### config.mk
export PLATFORM = sky130hd
export DESIGN_NAME = rtc_calendar_param
export DESIGN_NICKNAME = d
export VERILOG_FILES = /design/src/rtl/rtc_pkg.sv /design/src/rtl/rtc_tick_gen.sv /design/src/rtl/rtc_calendar_param.sv
export SDC_FILE = /design/constraint.sdc
export NUM_CORES = 1
export LEC_CHECK = 0
export ABC_CLOCK_PERIOD_IN_PS = 3900
export CAP_MARGIN = 20
export CORE_MARGIN = 2
export CORE_UTILIZATION = 41
export DETAILED_ROUTE_END_ITERATION = 12
export PLACE_DENSITY = 0.69
export SLEW_MARGIN = 5
export SYNTH_ARGS = -nofsm -noshare
export SYNTH_HDL_FRONTEND = slang
export SYNTH_SLANG_ARGS = --single-unit
### constraint.sdc
create_clock -name clk -period 3.9 [get_ports clk]
set_input_delay 0.975 -clock clk [delete_from_list [all_inputs] [get_ports clk]]
set_output_delay 0.975 -clock clk [all_outputs]
set_load 0.01 [all_outputs]
### src/rtl/rtc_pkg.sv
// rtc_pkg: shared types and calendar helpers for the real-time clock.
//   rtc_time_t      - packed BCD time/date: century, year, month, day,
//                     hour, min, sec (each a tens nibble then a ones nibble).
//   RST_*           - fixed part of the reset date/time (01-01 00:00:00).
//   bcd_inc()       - increment a two-digit BCD value (no wrap handling).
//   is_leap()       - Gregorian leap year from BCD century/year.
//   days_in_month() - BCD month length, 00 for an out-of-range month.
//   digits_ok()     - every nibble of a time value is a legal BCD digit.
package rtc_pkg;

    typedef struct packed {
        logic [7:0] century;
        logic [7:0] year;
        logic [7:0] month;
        logic [7:0] day;
        logic [7:0] hour;
        logic [7:0] min;
        logic [7:0] sec;
    } rtc_time_t;

    localparam logic [7:0] RST_MONTH = 8'h01;
    localparam logic [7:0] RST_DAY   = 8'h01;
    localparam logic [7:0] RST_HOUR  = 8'h00;
    localparam logic [7:0] RST_MIN   = 8'h00;
    localparam logic [7:0] RST_SEC   = 8'h00;

    function automatic logic [7:0] bcd_inc(input logic [7:0] v);
        if (v[3:0] == 4'd9)
            return {v[7:4] + 4'd1, 4'd0};
        else
            return {v[7:4], v[3:0] + 4'd1};
    endfunction

    // 10 = 2 (mod 4), so a BCD byte mod 4 is (2*tens + ones) mod 4.
    function automatic logic [1:0] bcd_mod4(input logic [7:0] v);
        logic [1:0] r;
        r = {v[4], 1'b0} + v[1:0];
        return r;
    endfunction

    // Year 00 is a leap year only when the century is divisible by 4.
    function automatic logic is_leap(input logic [7:0] century, input logic [7:0] year);
        if (year == 8'h00)
            return bcd_mod4(century) == 2'd0;
        else
            return bcd_mod4(year) == 2'd0;
    endfunction

    function automatic logic [7:0] days_in_month(input logic [7:0] month,
                                                 input logic [7:0] year,
                                                 input logic [7:0] century);
        case (month)
            8'h01, 8'h03, 8'h05, 8'h07, 8'h08, 8'h10, 8'h12: return 8'h31;
            8'h04, 8'h06, 8'h09, 8'h11:                      return 8'h30;
            8'h02:   return is_leap(century, year) ? 8'h29 : 8'h28;
            default: return 8'h00;
        endcase
    endfunction

    function automatic logic digits_ok(input rtc_time_t t);
        logic ok;
        ok = 1'b1;
        for (int i = 0; i < 14; i++) begin
            if (t[i*4 +: 4] > 4'd9)
                ok = 1'b0;
        end
        return ok;
    endfunction

endpackage

### src/rtl/rtc_tick_gen.sv
// rtc_tick_gen: one-second prescaler counting 0..TICK_HZ-1.
//   clk   - system clock
//   reset - asynchronous active-low reset, count returns to 0
//   clear - synchronous clear to 0 (valid time load)
//   tc    - high while the count sits at TICK_HZ-1
module rtc_tick_gen #(
    parameter int TICK_HZ = 100_000_000
) (
    input  logic clk,
    input  logic reset,
    input  logic clear,
    output logic tc
);

    localparam int CW = (TICK_HZ > 1) ? $clog2(TICK_HZ) : 1;
    localparam logic [CW-1:0] LAST = CW'(TICK_HZ - 1);

    logic [CW-1:0] count;

    always_ff @(posedge clk or negedge reset) begin
        if (!reset)
            count <= '0;
        else if (clear || count == LAST)
            count <= '0;
        else
            count <= count + CW'(1);
    end

    assign tc = (count == LAST);

endmodule

### src/rtl/rtc_calendar_param.sv
// rtc_calendar_param: BCD real-time clock/calendar with validated load,
// Gregorian leap years, hh:mm alarm and 12/24-hour display digits.
//   clk, reset          - system clock, asynchronous active-low reset
//   mode_24h            - display mode (1 = 24 h); affects display only
//   set_valid/set_ready - load handshake; set_time is the BCD value offered
//   set_err             - pulse: offered value was out of range
//   alarm_en, alarm_hm  - alarm enable and BCD hh:mm (24 h)
//   alarm_hit           - pulse when a second advance lands on hh:mm:00
//   sec_tick            - pulse once per second, aligned with the now update
//   now                 - current time/date, 24 h BCD
//   hour_10d, hour_1d   - display hour digits; am_pm - 1 = PM
module rtc_calendar_param
    import rtc_pkg::*;
#(
    parameter int         TICK_HZ     = 100_000_000,
    parameter logic [7:0] RST_CENTURY = 8'h20,
    parameter logic [7:0] RST_YEAR    = 8'h00
) (
    input  logic        clk,
    input  logic        reset,
    input  logic        mode_24h,
    input  logic        set_valid,
    output logic        set_ready,
    input  logic [55:0] set_time,
    output logic        set_err,
    input  logic        alarm_en,
    input  logic [15:0] alarm_hm,
    output logic        alarm_hit,
    output logic        sec_tick,
    output logic [55:0] now,
    output logic [3:0]  hour_1d,
    output logic [3:0]  hour_10d,
    output logic        am_pm
);

    localparam rtc_time_t RST_TIME = '{century: RST_CENTURY, year: RST_YEAR,
                                       month: RST_MONTH, day: RST_DAY,
                                       hour: RST_HOUR, min: RST_MIN, sec: RST_SEC};

    rtc_time_t cur;
    rtc_time_t nxt;
    rtc_time_t ld;
    logic      tc;
    logic      xfer;
    logic      ld_valid;
    logic      load_ok;
    logic      alarm_match;
    logic [4:0] hour_bin;
    logic [4:0] hour_12;

    assign ld      = set_time;
    assign now     = cur;
    assign xfer    = set_valid && set_ready;
    assign load_ok = xfer && ld_valid;

    rtc_tick_gen #(.TICK_HZ(TICK_HZ)) u_tick (
        .clk   (clk),
        .reset (reset),
        .clear (load_ok),
        .tc    (tc)
    );

    // Range check of the offered value. With legal digits, BCD bytes order
    // the same as their decimal values, so plain compares suffice.
    always_comb begin
        ld_valid = digits_ok(ld)
                && (ld.sec   <= 8'h59)
                && (ld.min   <= 8'h59)
                && (ld.hour  <= 8'h23)
                && (ld.month >= 8'h01) && (ld.month <= 8'h12)
                && (ld.day   >= 8'h01)
                && (ld.day   <= days_in_month(ld.month, ld.year, ld.century));
    end

    // Full one-second carry chain, resolved in a single cycle.
    always_comb begin
        nxt = cur;
        if (cur.sec == 8'h59) begin
            nxt.sec = 8'h00;
            if (cur.min == 8'h59) begin
                nxt.min = 8'h00;
                if (cur.hour == 8'h23) begin
                    nxt.hour = 8'h00;
                    if (cur.day >= days_in_month(cur.month, cur.year, cur.century)) begin
                        nxt.day = 8'h01;
                        if (cur.month == 8'h12) begin
                            nxt.month = 8'h01;
                            if (cur.year == 8'h99) begin
                                nxt.year    = 8'h00;
                                nxt.century = (cur.century == 8'h99) ? 8'h00 : bcd_inc(cur.century);
                            end else begin
                                nxt.year = bcd_inc(cur.year);
                            end
                        end else begin
                            nxt.month = bcd_inc(cur.month);
                        end
                    end else begin
                        nxt.day = bcd_inc(cur.day);
                    end
                end else begin
                    nxt.hour = bcd_inc(cur.hour);
                end
            end else begin
                nxt.min = bcd_inc(cur.min);
            end
        end else begin
            nxt.sec = bcd_inc(cur.sec);
        end
    end

    assign alarm_match = alarm_en
                      && (nxt.hour == alarm_hm[15:8])
                      && (nxt.min  == alarm_hm[7:0])
                      && (nxt.sec  == 8'h00);

    // A load on the terminal-count cycle wins; the advance for that second
    // is dropped, but sec_tick still fires so the second count stays honest.
    always_ff @(posedge clk or negedge reset) begin
        if (!reset) begin
            cur       <= RST_TIME;
            set_ready <= 1'b0;
            sec_tick  <= 1'b0;
            set_err   <= 1'b0;
            alarm_hit <= 1'b0;
        end else begin
            set_ready <= 1'b1;
            sec_tick  <= tc;
            set_err   <= xfer && !ld_valid;
            alarm_hit <= tc && !load_ok && alarm_match;
            if (load_ok)
                cur <= ld;
            else if (tc)
                cur <= nxt;
        end
    end

    // 12-hour conversion goes through binary: 00 -> 12, 13..23 -> 01..11.
    always_comb begin
        hour_bin = 5'(cur.hour[7:4]) * 5'd10 + 5'(cur.hour[3:0]);
        if (hour_bin == 5'd0)
            hour_12 = 5'd12;
        else if (hour_bin > 5'd12)
            hour_12 = hour_bin - 5'd12;
        else
            hour_12 = hour_bin;

        am_pm = (cur.hour >= 8'h12);
        if (mode_24h) begin
            hour_10d = cur.hour[7:4];
            hour_1d  = cur.hour[3:0];
        end else if (hour_12 >= 5'd10) begin
            hour_10d = 4'd1;
            hour_1d  = 4'(hour_12 - 5'd10);
        end else begin
            hour_10d = 4'd0;
            hour_1d  = hour_12[3:0];
        end
    end

endmodule

==> reports/results.ini, run 1 <==
[flow_run]
maxCapViolations = 0

[final_layout]
postLayoutCoreUtil = 0.597
diodes = 0
finalInstanceArea_um2 = 9940
areaGrowthSynthToFinish_pct = 41.4
drive_gt1_frac = 0.171
fin_nets = 1179

[global_routing]
antenna_found_initial = 0
grt_usage = 0.242
grt_pass1_vias = 6833
grt_max_degree = 33
grt_first_pass_wirelength_um = 35000
overflow = 0

[synth]
yosysTopAreaCell = dfrtp_1
yosysSeqAreaShare = 0.310
netlist.area_leader.share = 0.299
async_flop_share = 1.00
syn_avg_cell_area_um2 = 8.32
yosysUniqueCellTypes = 76
synthTopCellsByArea = dfrtp_1 30%, ha_1 7.7%, nor2_1 5.7%, a21oi_1 5.0%, xor2_1 3.5%
yosys-top-cells-count = 106 x nor2_1, 84 x dfrtp_1, 70 x a21oi_1
synth_flop_cell = dfrtp_1
ys_ff_latch = 87
synth_warnings = 0
syn_nets = 966
synthCells = 845
yosysMostFrequentCell = nor2_1
synth_edf_count = 0
syn_area_um2 = 7030

[power]
powerDensity_nw_per_um2 = 209
leakage_nw = 4.31
peakVddDrop_mv = 0.193

[critical_path]
cp-end-kind = output port
max_stage_delay_ns = 0.43
worst_r2r_endpoint = now[30]
crit_path_max_fanout = 2
required_ns = 2.92
crit_path_start_kind = register
cp.arrival_ns = 3.19
r2r_setup_slack_ns = 0.25
reg2reg_from = now[46]
worstPathCellList = buf_6 > ha_4 > fa_2 > xor2_2 > inv_1 > ha_2 > nand2_2 > a21oi_2 > a31oi_2 > ha_2 > o41a_1 > o31ai_4 > mux2i_1 > mux2_4 > buf_6
worstSetupPathType = register to output port
crit_path_top_delay_cell = dfrtp_1
rr_worst_depth = 12

[sta]
fin_crit_sh = 1.07
rsz0062_at_grt = yes
slew_headroom = 0.517
min_period_ns = 4.16
finalHoldViolCount = 0
setup_viol = 4
hold_ws_ns = 0.499
fin_ws_ns = -0.264
finClkSkew_ns = 0.0109
fmax_ghz = 0.240
slew_viol_final = 0
tightest_slew_ns = 0.723

[min_path]
worstHoldStart = u_tick.count[0]
hold_path_depth = 1
hold_path_class = register to register
holdPathEnd = u_tick.count[0]

[routing]
via_count = 7171
post_drt_wl_per_cell_um = 17.4
wl_um = 22300
via_per_inst = 5.59
detail_route.iter0.violations = 431
drtPass1Iterations = 5
postRouteAntennaNets = 0
route.detailed.drc = 0

[status]
outcome = complete, but fails checks
violations = setup timing

[clock_tree]
clkSinkCount = 87
cts_root_buf = clkbuf_16
numCtsBuffers = 9
cts_buffer_depth = 2
clk_latency_ns = 0.36
cts_tree = built
cts.clk_slew.worst_paths_ns = 0.07
postCtsHoldBufs = 0
htreeDepth = 3

[die]
rows = 47
die_h_um = 135
dieArea_um2 = 18200
pin_count = 146
die_w_um = 135
start_util = 0.422
core_um2 = 16600

[place]
hpwl_um = 16600
port_buffers = 145
place.gp.congestion = 0.891
place_area_um2 = 9290

## repair_timing
action / in CTS / in global routing
pin swaps: 17 / 24
gates resized for setup: 51 / 37
setup buffers: 10 / 3
setup endpoints to repair: 37 / 81
## how the worst max path moves through the flow
stage	from	to	slack [ns]
floorplan	now[20]	hour_1d[2]	0.007
global placement	set_time[46]	now[25]	-0.42
detailed placement	set_time[46]	now[25]	-0.51
CTS	now[20]	hour_1d[2]	-0.29
global route	now[20]	hour_1d[1]	-0.40
finish	now[20]	hour_1d[2]	-0.26
## registers in the layout (all words and copies together), names as in the netlist
signal and cells:
now 56, u_tick.count 27, alarm_hit 1, sec_tick 1, set_err 1, set_ready 1
## layer usage
layer,up-vias,part of all wire,wire [µm],GRT usage
li1,3483,-,-,-
met1,3422,0.45,9950,0.323
met2,236,0.47,10600,0.397
met3,30,0.060,1340,0.0447
met4,0,0.019,432,0.0749
met5,-,0,0,0
## report_power, final
part           total (mW)  leakage, nW  switching (mW)  internal (mW)
combinational       0.210         3.17          0.0973          0.113
clock               0.958        0.156           0.379          0.579
sequential          0.905        0.978        0.000980          0.904
total                2.07         4.31           0.477           1.60
## critical path, delay by kind of cell (launching register included)
kind | cells | cell delay [ns]
mux | 2 | 0.39
simple gates | 1 | 0.06
buf+inv | 3 | 0.34
xor+xnor | 1 | 0.18
fa+ha+maj | 4 | 0.88
compound gates | 4 | 0.56
flops | 1 | 0.43
## final cells by class
class | instances | area [µm²]
Clock inverter | 5 | 81.3
Sequential cell | 87 | 2180
Tap cell | 220 | 275
Clock buffer | 11 | 243
Inverter | 33 | 124
Fill cell | 1485 | 6700
Timing Repair Buffer | 238 | 2200
Multi-Input combinational cell | 689 | 4830
## metrics by stage
stage | power [mW] | setup slack [ns] | instances | TNS, ns
2_1_floorplan | 0.966 | 0.00748 | 845 | 0
3_3_place_gp | 1.12 | -0.416 | 1256 | -19.89
3_5_place_dp | 1.12 | -0.514 | 1256 | -25.98
4_1_cts | 2.07 | -0.292 | 1281 | -1.05
5_1_grt | 2.13 | -0.396 | 1283 | -1.49
6_report | 2.07 | -0.264 | 1283 | -0.912
## kinds of logic after synthesis
family	Yosys count	synth area share
other cells	1	0.000534
compound gates	195	0.179
mux	29	0.0427
simple gates	367	0.282
xor+xnor	53	0.0680
flops	87	0.310
buf+inv	69	0.0379
fa+ha+maj	44	0.0794
## cells in the final DEF (no fill, tap or decap), types with 7 or more instances in the layout
master / Yosys / final
a21o_1: 11 / 11
a21oi_1: 70 / 66
and2_1: 9 / 8
and3_1: 17 / 17
buf_4: 0 / 87
clkbuf_16: 0 / 9
clkdlybuf4s50_1: 0 / 128
dfrtp_1: 84 / 84
dlymetal6s2s_1: 0 / 7
ha_1: 43 / 36
inv_1: 33 / 32
mux2i_1: 21 / 21
nand2_1: 65 / 64
nand2b_1: 10 / 9
nand3_1: 25 / 25
nand4_1: 14 / 14
nand4b_1: 7 / 7
nor2_1: 106 / 106
nor2b_1: 8 / 8
nor3_1: 32 / 28
nor4_1: 14 / 11
o211ai_1: 7 / 7
o21ai_0: 45 / 41
o31ai_1: 8 / 7
or4_1: 8 / 7
xnor2_1: 24 / 24
xor2_1: 28 / 27
(Power assumes the default switching activity.)
==> run 2: changes to the inputs <==
- SYNTH_HIERARCHICAL: not set -> 1
==> run 2 against run 1 <==
  * The flow still finishes with violations (setup timing)
  * Hold slack lost 0.040 ns
  * Register-to-register slack is essentially flat
  * Clock power shrank 12%
  * Fmax shrank 0.64%
  * Combinational power grew 7%
  * Setup slack lost 0.027 ns
  * Highest routed layer unchanged
==> reports/results.ini, run 2 <==
[sta]
rsz0062_at_grt = yes
fin_crit_sh = 1.07  ; +0.00689
finClkSkew_ns = 0.0128  ; +0.00187 ns
tightest_slew_ns = 0.568  ; -0.156 ns
setup_viol = 4  ; unchanged
fmax_ghz = 0.239  ; -0.64%
slew_viol_final = 0  ; unchanged
hold_ws_ns = 0.459  ; -0.0398 ns
slew_headroom = 0.612  ; +0.0951
finalHoldViolCount = 0  ; unchanged
fin_ws_ns = -0.291  ; -0.0269 ns
min_period_ns = 4.19  ; +0.0269 ns
finalSetupTns_ns = -0.560  ; +0.352 ns

[synth]
yosysSeqAreaShare = 0.310  ; -0.000386
synth-compound-area-share = 0.214  ; +0.0350
ys_ff_latch = 87  ; unchanged
netlist.area_leader.share = 0.299  ; -0.000372
syn_area_um2 = 7040  ; +0.12%
synth_mux_area_frac = 0.0194  ; -0.0234
yosysUniqueCellTypes = 89  ; +17%
yosysMostFrequentCell = a21oi_1
syn_avg_cell_area_um2 = 8.06  ; -3.1%
synth_top_family_by_area = simple AND/OR/NAND/NOR gates
syn_nets = 994  ; +2.9%
yosys.area_share.simple = 0.278  ; -0.00426
yosysTopAreaCell = dfrtp_1
synthTopCellsByArea = dfrtp_1 30%, ha_1 7.6%, a21oi_1 6.9%, o21ai_0 4.8%, nor2_1 4.4%
synth_warnings = 6  ; +6
yosys-top-cells-count = 97 x a21oi_1, 84 x dfrtp_1, 82 x nor2_1
synth_edf_count = 0  ; unchanged
synth_flop_cell = dfrtp_1
async_flop_share = 1.00  ; unchanged
synthCells = 873  ; +3.3%
synth-xor-area-share = 0.0518  ; -0.0163
synth-adder-area-share = 0.0793  ; -0.0000989

[die]
die_h_um = 135  ; about the same
start_util = 0.421  ; -0.000962
core_um2 = 16700  ; +0.35%
dieArea_um2 = 18200  ; +0.12%
die_w_um = 135  ; about the same
pin_count = 146  ; unchanged
rows = 47  ; unchanged

[final_layout]
multi_input_area_um2 = 4910  ; +1.6%
regArea_um2 = 2180  ; about the same
fill_cells = 1499  ; +0.94%
fin_nets = 1209  ; +2.5%
final_cell_mix = 129 x clkdlybuf4s50_1, 94 x buf_4, 88 x a21oi_1, 83 x dfrtp_1, 80 x nor2_1
largest_register_ffs = 56  ; unchanged
areaGrowthSynthToFinish_pct = 42.4
final_common_cell = clkdlybuf4s50_1
finalInstanceArea_um2 = 10000  ; +0.83%
postLayoutCoreUtil = 0.600  ; +0.00284
drive_gt1_frac = 0.190  ; +0.0191
diodes = 0  ; unchanged

[place]
place_area_um2 = 9280  ; about the same
pre_cts_ws_ns = -0.626  ; -0.113 ns
hpwl_um = 17400  ; +5.1%
port_buffers = 145  ; unchanged
place.gp.congestion = 0.911  ; +2.2%

[routing]
postRouteAntennaNets = 0  ; unchanged
drtPass1Iterations = 5  ; unchanged
post_drt_wl_per_cell_um = 18.0  ; +3.3%
route.detailed.drc = 0  ; unchanged
wl_um = 23600  ; +5.7%
via_count = 7627  ; +6.4%
via_per_inst = 5.81  ; +3.9%
detail_route.iter0.violations = 737  ; +71%

[critical_path]
cp_num_buf_inv = 4  ; +1
path_delay_family = adder cells
cp.arrival_ns = 3.22  ; +0.03 ns
required_ns = 2.92  ; about the same
worstPathCellList = ha_4 > fa_2 > xor2_4 > inv_2 > ha_4 > nand2_4 > a21oi_2 > a21oi_2 > ha_2 > inv_2 > a21oi_2 > o21ai_2 > buf_4 > mux2_4 > o21ai_1 > buf_2
crit_path_top_delay_cell = dfrtp_2
crit_path_max_fanout = 3  ; +1
cp-end-kind = output port
crit_path_start_kind = register
worstSetupPathType = register to output port
critPathMostFrequentCell = a21oi_2
max_stage_delay_ns = 0.46  ; +0.03 ns

[power]
powerDensity_nw_per_um2 = 196  ; -5.8%
leakage_nw = 3.99  ; -7.4%
peakVddDrop_mv = 0.259  ; +34%

[global_routing]
grt_usage = 0.253  ; +0.0117
grt_first_pass_wirelength_um = 36400  ; +4.2%
antenna_found_initial = 0  ; unchanged
grt_max_degree = 51  ; +55%
grt_pass1_vias = 7087  ; +3.7%
overflow = 0  ; unchanged

[clock_tree]
cts_tree = built
cts_buffer_depth = 2  ; unchanged
clk_latency_ns = 0.36  ; about the same
htreeDepth = 3  ; unchanged
clkSinkCount = 87  ; unchanged
numCtsBuffers = 9  ; unchanged
cts.clk_slew.worst_paths_ns = 0.07  ; about the same
cts_root_buf = clkbuf_16

[status]
violations = setup timing
outcome = complete, but fails checks

[min_path]
hold_path_class = register to register

[flow_run]
maxCapViolations = 0  ; unchanged

-- run 2: final timing paths --
path	end	slack (ns)	startpoint	depth (start not counted)
min in group asynchronous	now[23]	0.60	reset	1
max	hour_1d[2]	-0.29	now[20]	16
min	u_tick/count[0]	0.46	u_tick/count[0]	1
max in group asynchronous	now[53]	2.57	reset	2
max reg2reg	now[27]	0.25	now[46]	12
min reg2reg	u_tick/count[0]	0.46	u_tick/count[0]	1
-- run 2: layout make-up --
class,instances,area share
clock buffers,12,0.0246
clock inverters,4,0.00300
inverters,37,0.0139
multi-input cells,708,0.490
flip-flops and latches,87,0.218
well taps,220,0.0275
repair buffers,245,0.223
-- run 2: where the power goes --
group / switching [mW] / internal (mW)
logic: 0.108 / 0.115
clock network: 0.387 / 0.453
registers: 0.00204 / 0.904
total: 0.497 / 1.47
-- run 2: cell families after synthesis --
kind of cell,Yosys count
and+or+nand+nor,358
AOI/OAI and AO/OA,252
DFF,87
buffers and inverters,78
adders and majority gates,44
xor gates and xnor gates,40
muxes,13
other,1
-- run 2: worst reg2reg max path, delay by kind of cell, from the launching register on --
| kind | cells | cell delay (ns) |
|---|---|---|
| flops | 1 | 0.38 |
| fa+ha+maj | 1 | 0.25 |
| compound gates | 7 | 1.32 |
| buf+inv | 1 | 0.18 |
| simple gates | 3 | 1.41 |
-- run 2: repair_timing --
action | CTS | global route
pin swaps | 18 | 14
gates cloned | 1 | 0
setup buffers | 12 | 1
setup endpoints to repair | 67 | 52
resized for setup | 65 | 48
hold buffers | 0 | 0
-- run 2: per-layer routing --
layer / GRT usage / wire (µm) / share of wire
met1: 0.343 / 10100 / 0.43
met2: 0.408 / 10900 / 0.46
met3: 0.0417 / 1900 / 0.081
met4: 0.0966 / 707 / 0.030
met5: 0 / 0 / 0
-- run 2: stage by stage --
stage          total power, mW  std cells
5_1_grt                   2.02       1313
3_5_place_dp              1.13       1286
2_1_floorplan            0.969        873
6_report                  1.97       1313
4_1_cts                   1.97       1312
3_3_place_gp              1.13       1286
==> run 3: changes to the inputs <==
- CORE_UTILIZATION: 41 -> 48
- PLACE_DENSITY: 0.69 -> 0.79
==> run 3 against run 2 <==
  * The run still ends with setup timing left
  * Via count grew 2.7%
  * Non-clock buffer count grew 6
  * Total power grew 9.2%
  * Combinational power is essentially flat
  * Core utilization grew 9.9 points
  * Clock-buffer cell count shrank 3
  * Highest routed layer unchanged
  * Routed wire length shrank 2.1%
  * Critical path depth shrank 2
==> reports/results.ini, run 3 (same netlist as run 2, synthesis figures left out) <==
[status]
outcome = complete, but fails checks
violations = setup timing

[power]
netSwitchingFraction = 0.233  ; -0.0191
peakVddDrop_mv = 0.234  ; -9.8%
intPower_mw = 1.65  ; +12%
powerDensity_nw_per_um2 = 213  ; +8.5%
p_clk_frac = 0.474  ; +0.048
switching_power_mw = 0.502  ; +0.99%
pwr-share-comb = 0.105  ; -0.009
leakage_nw = 4.03  ; +1.1%
p_seq_frac = 0.421  ; -0.039

[die]
die_h_um = 125  ; -7.4%
core_um2 = 14400  ; -14%
pin_count = 146  ; unchanged
rows = 44  ; -6.4%
die_w_um = 125  ; -7.4%
start_util = 0.488  ; +0.0665
dieArea_um2 = 15600  ; -14%

[critical_path]
crit_path_max_fanout = 4  ; +1
required_ns = 2.92  ; about the same
crit_path_start_kind = register
cp.arrival_ns = 3.12  ; -0.10 ns
cp-end-kind = output port
worstSetupPathType = register to output port

[final_layout]
final_common_cell = clkdlybuf4s50_1
final_cell_mix = 129 x clkdlybuf4s50_1, 100 x buf_4, 89 x a21oi_1, 83 x dfrtp_1, 80 x nor2_1
areaGrowthSynthToFinish_pct = 43.4
largest_register_ffs = 56  ; unchanged
drive_gt1_frac = 0.197  ; +0.00624
diodes = 0  ; unchanged
postLayoutCoreUtil = 0.700  ; +0.0995
fin_nets = 1215  ; +0.50%

[sta]
rsz0062_at_grt = yes
slew_headroom = 0.453  ; -0.159
fin_crit_sh = 1.05  ; -0.0242
fmax_ghz = 0.244  ; +2.3%
tightest_slew_ns = 0.817  ; +0.249 ns
min_period_ns = 4.10  ; -0.0944 ns
setup_viol = 4  ; unchanged
slew_viol_final = 0  ; unchanged
fin_ws_ns = -0.196  ; +0.0944 ns
finClkSkew_ns = 0.00861  ; -0.00419 ns
finalHoldViolCount = 0  ; unchanged

[routing]
drtPass1Iterations = 5  ; unchanged
postRouteAntennaNets = 0  ; unchanged
via_per_inst = 6.11  ; +5.1%
route.detailed.drc = 0  ; unchanged
detail_route.iter0.violations = 708  ; -3.9%
via_count = 7834  ; +2.7%
wl_um = 23100  ; -2.1%
post_drt_wl_per_cell_um = 18.0  ; +0.22%

[global_routing]
top_usage_layer = met2
grt_first_pass_wirelength_um = 36200  ; -0.72%
grt_pass1_vias = 7252  ; +2.3%
grt_max_degree = 59  ; +16%
overflow = 0  ; unchanged
antenna_found_initial = 0  ; unchanged
use_met3 = 0.0492  ; +0.00754
grt_usage = 0.284  ; +0.0306
use_met2 = 0.455  ; +0.0465
met1_usage = 0.374  ; +0.0316

[clock_tree]
cts_tree = built
clk_latency_ns = 0.36  ; about the same
htreeDepth = 3  ; unchanged
cts_root_buf = clkbuf_16
cts_buffer_depth = 2  ; unchanged
clkSinkCount = 87  ; unchanged
numCtsBuffers = 9  ; unchanged
cts.clk_slew.worst_paths_ns = 0.07  ; about the same

[place]
pre_cts_ws_ns = -0.584  ; +0.0426 ns
port_buffers = 145  ; unchanged
place.gp.congestion = 0.921  ; +1.1%
hpwl_um = 16900  ; -3.0%

[flow_run]
maxCapViolations = 0  ; unchanged

[min_path]
hold_path_class = register to register

==> run 3: power groups by stage <==
stage                     logic [mW]  registers [mW]  clock network (mW)
after floorplan               0.0459           0.923                   0
after global placement         0.206           0.923                   0
after detailed placement       0.207           0.923                   0
after CTS                      0.208           0.906                1.02
after global routing           0.240           0.905                1.07
final                          0.226           0.906                1.02
==> run 3: path summary, 6_finish.rpt <==
path                                       from              end  slack (ns)  depth (start not counted)
worst max-delay path                    now[20]       hour_1d[2]       -0.20                         14
worst min-delay path            u_tick/count[0]  u_tick/count[0]        0.45                          1
worst max register to register          now[46]          now[45]        0.22                         15
worst min register to register  u_tick/count[0]  u_tick/count[0]        0.45                          1
max in group asynchronous                 reset          now[24]        2.43                          2
min in group asynchronous                 reset          now[22]        0.68                          1
==> run 3: layer usage <==
metal / routed length (µm) / share of wire / up-vias
met5: 0 / 0 / -
met4: 1070 / 0.046 / 0
met3: 1740 / 0.075 / 87
met2: 10800 / 0.47 / 387
met1: 9460 / 0.41 / 3691
li1: - / - / 3669
==> run 3: what timing repair did <==
item                                    CTS  global route
endpoints found under the setup margin   75            77
pin swaps                                12            18
setup buffers                             6             4
hold buffers                              0             0
resized for setup                        66            53
==> run 3: final cells by class <==
cell class / instances / area (µm²)
repair buffers: 251 / 2270
flip-flops and latches: 87 / 2180
inverters: 37 / 139
clock inverters: 7 / 120
multi-input cells: 708 / 4930
fillers: 1066 / 4330
clock buffers: 9 / 225
well taps: 184 / 230
==> run 3: through the flow <==
step	TNS, ns	power [mW]	area (µm²)	instances	hold WS [ns]
2_1_floorplan	0	0.969	7040	873	0.425
3_3_place_gp	-32.28	1.13	9290	1257	0.447
3_5_place_dp	-34.83	1.13	9290	1257	0.449
4_1_cts	-0.366	2.14	9820	1279	0.457
5_1_grt	-1.38	2.21	10100	1283	0.487
6_report	-0.587	2.15	10100	1283	0.454
==> run 3: critical path, stage by stage, from the launching register on <==
cell     delay (ns)
dfrtp_2        0.46
ha_4           0.25
ha_4           0.33
nand3_2        0.11
a21o_1         0.19
and2_4         0.17
a21oi_2        0.13
a21oi_2        0.07
ha_2           0.19
inv_2          0.06
a21oi_2        0.04
o21ai_2        0.16
mux2_2         0.35
o21ai_1        0.10
buf_2          0.14
